`config.mk`:
```
export PLATFORM = sky130hd
export DESIGN_NAME = l2c_mem_arbiter
export DESIGN_NICKNAME = d
export VERILOG_FILES = /design/src/rtl/l2c_mem_arbiter.sv
export SDC_FILE = /design/constraint.sdc
export NUM_CORES = 1
export LEC_CHECK = 0
export CAP_MARGIN = 20
export CORE_ASPECT_RATIO = 1.5
export CORE_UTILIZATION = 45
export CTS_CLUSTER_SIZE = 8
export DETAILED_ROUTE_END_ITERATION = 8
export DONT_BUFFER_PORTS = 1
export SLEW_MARGIN = 20
export SYNTH_ARGS = -nofsm -noshare
export SYNTH_HDL_FRONTEND = slang
export SYNTH_SLANG_ARGS = --single-unit
```
`constraint.sdc`:
```
create_clock -name clk_l2 -period 3.5 [get_ports clk_l2]
set_clock_uncertainty 0.05 [all_clocks]
set_input_delay 0.7 -clock clk_l2 [delete_from_list [all_inputs] [get_ports clk_l2]]
set_output_delay 0.7 -clock clk_l2 [all_outputs]
set_load 0.05 [all_outputs]
```
`src/rtl/l2c_mem_arbiter.sv`:
```
// L2 memory-side arbiter: round-robin inst/data, dirty-first, one line burst at a time.
// Optional ack watchdog and sticky mem_err when L2C_MEM_TIMEOUT_EN is defined.
module l2c_mem_arbiter #(
    parameter int ADDR_W      = 32,
    parameter int LINE_WORDS  = 8,
    parameter int TIMEOUT_CYC = 255
) (
    input  logic                          clk_l2,
    input  logic                          rst_n,
    input  logic                          inst_mem_dirty_req,
    input  logic                          inst_mem_replace_req,
    input  logic                          data_mem_dirty_req,
    input  logic                          data_mem_replace_req,
    input  logic [ADDR_W-1:0]             inst_wb_addr,
    input  logic [ADDR_W-1:0]             inst_rf_addr,
    input  logic [ADDR_W-1:0]             data_wb_addr,
    input  logic [ADDR_W-1:0]             data_rf_addr,
    output logic                          inst_mem_dirty_done,
    output logic                          inst_mem_replace_done,
    output logic                          data_mem_dirty_done,
    output logic                          data_mem_replace_done,
    output logic                          mem_req,
    output logic                          mem_we,
    output logic [ADDR_W-1:0]             mem_addr,
    input  logic                          mem_ack,
    output logic [$clog2(LINE_WORDS)-1:0] mem_beat,
    output logic                          l2_fill_wr,
    output logic                          src_data
`ifdef L2C_MEM_TIMEOUT_EN
    ,
    output logic                          mem_err
`endif
);

    localparam int BEAT_W = $clog2(LINE_WORDS);

    typedef enum logic [1:0] {IDLE, ISSUE, BURST, DONE} state_t;

    state_t              state, state_nxt;
    logic [BEAT_W-1:0]   beat, beat_nxt;
    logic                last_grant;
    logic                inst_any, data_any, any_req;
    logic                grant_data, grant_dirty;
    logic [ADDR_W-1:0]   grant_addr;
    logic                wd_hit;

    assign inst_any    = inst_mem_dirty_req | inst_mem_replace_req;
    assign data_any    = data_mem_dirty_req | data_mem_replace_req;
    assign any_req     = inst_any | data_any;
    // With both channels requesting, the one that did not complete last wins
    assign grant_data  = data_any & (~inst_any | ~last_grant);
    assign grant_dirty = grant_data ? data_mem_dirty_req : inst_mem_dirty_req;
    assign grant_addr  = grant_data ? (grant_dirty ? data_wb_addr : data_rf_addr)
                                    : (grant_dirty ? inst_wb_addr : inst_rf_addr);

`ifdef L2C_MEM_TIMEOUT_EN
    localparam int WD_W = $clog2(TIMEOUT_CYC + 1);
    logic [WD_W-1:0] wd_cnt;

    assign wd_hit = mem_req & ~mem_ack & (wd_cnt == WD_W'(TIMEOUT_CYC - 1));

    always_ff @(posedge clk_l2 or negedge rst_n) begin
        if (!rst_n) begin
            wd_cnt  <= '0;
            mem_err <= 1'b0;
        end else begin
            if (!mem_req || mem_ack || wd_hit)
                wd_cnt <= '0;
            else
                wd_cnt <= wd_cnt + WD_W'(1);
            if (wd_hit)
                mem_err <= 1'b1;
        end
    end
`else
    assign wd_hit = 1'b0;
`endif

    always_comb begin
        state_nxt = state;
        beat_nxt  = beat;
        unique case (state)
            IDLE: if (any_req) state_nxt = ISSUE;
            ISSUE, BURST: begin
                if (mem_ack) begin
                    if (beat == BEAT_W'(LINE_WORDS - 1)) begin
                        state_nxt = DONE;
                        beat_nxt  = '0;
                    end else begin
                        state_nxt = BURST;
                        beat_nxt  = beat + BEAT_W'(1);
                    end
                end else if (wd_hit) begin
                    state_nxt = DONE;
                    beat_nxt  = '0;
                end
            end
            DONE: state_nxt = IDLE;
            default: state_nxt = IDLE;
        endcase
    end

    always_ff @(posedge clk_l2 or negedge rst_n) begin
        if (!rst_n) begin
            state      <= IDLE;
            beat       <= '0;
            last_grant <= 1'b1;
            mem_addr   <= '0;
            mem_we     <= 1'b0;
            src_data   <= 1'b0;
        end else begin
            state <= state_nxt;
            beat  <= beat_nxt;
            if (state == IDLE && any_req) begin
                mem_addr <= grant_addr;
                mem_we   <= grant_dirty;
                src_data <= grant_data;
            end
            if (state == DONE)
                last_grant <= src_data;
        end
    end

    assign mem_req               = (state == ISSUE) | (state == BURST);
    assign mem_beat              = beat;
    assign l2_fill_wr            = mem_req & ~mem_we & mem_ack;
    assign inst_mem_dirty_done   = (state == DONE) & ~src_data &  mem_we;
    assign inst_mem_replace_done = (state == DONE) & ~src_data & ~mem_we;
    assign data_mem_dirty_done   = (state == DONE) &  src_data &  mem_we;
    assign data_mem_replace_done = (state == DONE) &  src_data & ~mem_we;

endmodule
```
==> results.sh <==
export IMPL_period_share_pct=78.57
export IMPL_synth_avg_cell_area_um2=9.748
export IMPL_tightest_slew_ns=0.9993
export IMPL_overflow=0
export IMPL_chipHeight_um=95.32
export IMPL_drv_slew=0
export IMPL_postCtsSetupBuffers=0
export IMPL_die_x_um=64.21
export IMPL_synthTopCellsByArea="dfrtp_1 (37%), a211oi_2 (14%), o22ai_1 (7.9%)"
export IMPL_root_buffer="clkbuf_8"
export IMPL_crit_type="flip-flop to output port"
export IMPL_via_per_inst=6.813
export IMPL_drtPass1Iterations=4
export IMPL_grtUsageTotal_pct=23.20
export IMPL_clk_pin_slew_worst_paths_ns=0.08
export IMPL_yosys_area_top_type_share_pct=37.36
export IMPL_p_per_area_nw_per_um2=1157
export IMPL_start_kind="flip-flop"
export IMPL_dp_hpwl_um=5078
export IMPL_ant_nets=0
export IMPL_finalNonFillerCells=327
export IMPL_status="finished clean"
export IMPL_relSlewSlack_pct=33.38
export IMPL_io_buffers=0
export IMPL_multiInputGateArea_um2=1430
export IMPL_cp_end_kind="output port"
export IMPL_routedWlPerCell_um=22.35
export IMPL_cp_cell_sequence="inv_1, ha_1, nand2_1, nor2_1, buf_4"
export IMPL_detail_route_wirelength_um=7307
export IMPL_antenna_found_initial=0
export IMPL_fillCellCount=558
export IMPL_start_util_pct=47.22
export IMPL_path_buf_inv=2
export IMPL_slowest_stage="ha_1"
export IMPL_final_nets=395
export IMPL_synthCells=268
export IMPL_tns_ns=0
export IMPL_drive_gt1_share_pct=25.29
export IMPL_cts_htree_levels=2
export IMPL_grt_pass1_vias=2159
export IMPL_slowest_delay_ns=0.63
export IMPL_syn_to_final_growth_pct=2.203
export IMPL_cts_sinks=40
export IMPL_insertedDiodeCount=0
export IMPL_placed_cells=319
export IMPL_dr_total_vias=2228
export IMPL_ctsHoldBuffers=0
export IMPL_cp_num_cells=5
export IMPL_worst_ep_arrival_time_ns=2.00
export IMPL_grt_pass1_wl_um=10780
export IMPL_period_minus_slack_ns=2.750
export IMPL_worstPathRequired_ns=2.75
export IMPL_pin_count=178
export IMPL_cts_tree="done"
export IMPL_hold_class="primary input to asynchronous set/reset pin"
export IMPL_drcViolationCount=0
export IMPL_grt_max_degree=41
export IMPL_seq_area_um2=1002
export IMPL_dieArea_um2=6121
export IMPL_rsz0062_at_grt="false"
export IMPL_cts_inserted_buffers=5
export IMPL_placed_area_um2=2580
export IMPL_cts_max_path_buffers=2
export IMPL_fmax_ghz=0.3636
export IMPL_hold_viol=0
export IMPL_place_gp_congestion=0.7490
export IMPL_first_iter_violations=119
export IMPL_worstRegToRegCells=5
export IMPL_p_leak_nw=0.9373
export IMPL_syn_nets=407
export IMPL_maxCapViolations=0
export IMPL_crit_family="adder cells"
export IMPL_coreArea_um2=5533
export IMPL_preCtsSetupSlack_ns=1.070
export IMPL_setup_viol=0
export IMPL_yosys_register_bits=40
export IMPL_synth_yosys_warnings=0
export IMPL_seq_area_frac_synth_pct=38.36
export IMPL_cts_resized_gates=0
export IMPL_fin_ws_ns=0.7499
export IMPL_layout_commonest_cell="dfrtp_1"
export IMPL_synth_cell_types=35
export IMPL_mostFrequentLayoutCells="dfrtp_1 (39), o22ai_1 (33), o21ai_0 (32), a31oi_1 (32), a211oi_2 (30)"
export IMPL_final_cell_area_um2=2670
export IMPL_ir_drop_mv=0.6407
export IMPL_rows=33
export IMPL_netlist_area_um2=2613
export IMPL_synth_top_area_cell="dfrtp_1"
export IMPL_crit_path_max_fanout=6
export IMPL_clock_latency_ns=0.28
[routing by layer]
metal,GRT usage [%],part of all wire [%]
met1,26.14,38
met5,0,0
met4,6.296,0.96
met2,42.11,54
met3,7.057,7.8
[sequential cells by signal, indices dropped and copies added (netlist names)]
signal	flops
mem_beat	3
src_data	1
mem_addr	32
mem_we	1
state	2
last_grant	1
[metrics by stage]
step / util (%) / hold WS (ns) / power (mW)
floorplan: - / 0.3544 / 2.622
global placement: 46.63 / 0.3553 / 2.764
detailed placement: 46.63 / 0.3556 / 2.799
CTS: 48.26 / 0.03640 / 3.122
global route: 48.26 / 0.02344 / 3.259
finish: 48.26 / 0.05399 / 3.091
[report_power, final]
| group | total [mW] | switching [mW] | internal, mW | leakage, nW |
|---|---|---|---|---|
| registers | 1.64 | 0.951 | 0.689 | 0.445 |
| logic | 1.13 | 0.661 | 0.472 | 0.447 |
| clock network | 0.316 | 0.155 | 0.161 | 0.0455 |
| total | 3.09 | 1.77 | 1.32 | 0.937 |
[area by class of cell]
type | count | share of cell area (%)
multi-input cells | 199 | 53.56
flip-flops and latches | 40 | 37.54
clock buffers | 8 | 3.374
well taps | 70 | 3.280
repair buffers | 6 | 1.687
inverters | 4 | 0.5623
[kinds of logic after synthesis]
| logic type | share of synthesized area, % |
|---|---|
| AOI/OAI and AO/OA | 40.28 |
| adders and majority gates | 1.916 |
| buffers and inverters | 7.184 |
| DFF | 38.36 |
| muxes | 1.293 |
| and+or+nand+nor | 10.97 |
[cell usage after synthesis]
cell,count
nand2_1,2
nand2b_1,1
o21ai_0,32
a31oi_1,32
clkbuf_1,2
nand4b_2,1
nor2b_1,2
nand3_2,1
mux2_2,3
o221ai_4,1
inv_1,4
nand2b_4,1
a21oi_2,1
o22ai_1,33
a21o_4,1
nor3_1,3
buf_2,12
o21a_1,1
buf_4,5
buf_6,6
ha_1,4
nand3_1,1
dfrtp_1,39
dfstp_2,1
nand3b_2,1
a211oi_1,2
a211oi_2,30
nor2_1,25
o21ai_1,2
and3_1,2
a21o_1,1
a21oi_1,4
nor4_2,1
and3b_1,1
nor2_2,10
[worst reg2reg max path, stage by stage, from the launching register on]
cell and delay, ns:
dfrtp_1 0.41, inv_1 0.07, ha_1 0.33, nor2b_4 0.87, nor2_1 0.14, a211oi_2 0.23
[path summary, 6_finish.rpt]
check                                      from                        to  slack [ns]
setup / recovery           state[0]$_DFFE_PN0P_                l2_fill_wr        0.75
hold / removal                            rst_n  mem_addr[26]$_DFFE_PN0P_        0.05
setup reg to reg           state[0]$_DFFE_PN0P_  mem_addr[28]$_DFFE_PN0P_        1.32
hold reg to reg            state[1]$_DFFE_PN0P_      state[1]$_DFFE_PN0P_        0.51
max in group asynchronous                 rst_n    last_grant$_DFFE_PN1N_        3.16
min in group clk_l2        state[1]$_DFFE_PN0P_      state[1]$_DFFE_PN0P_        0.51
No activity file was read; power rests on OpenSTA's default activity.
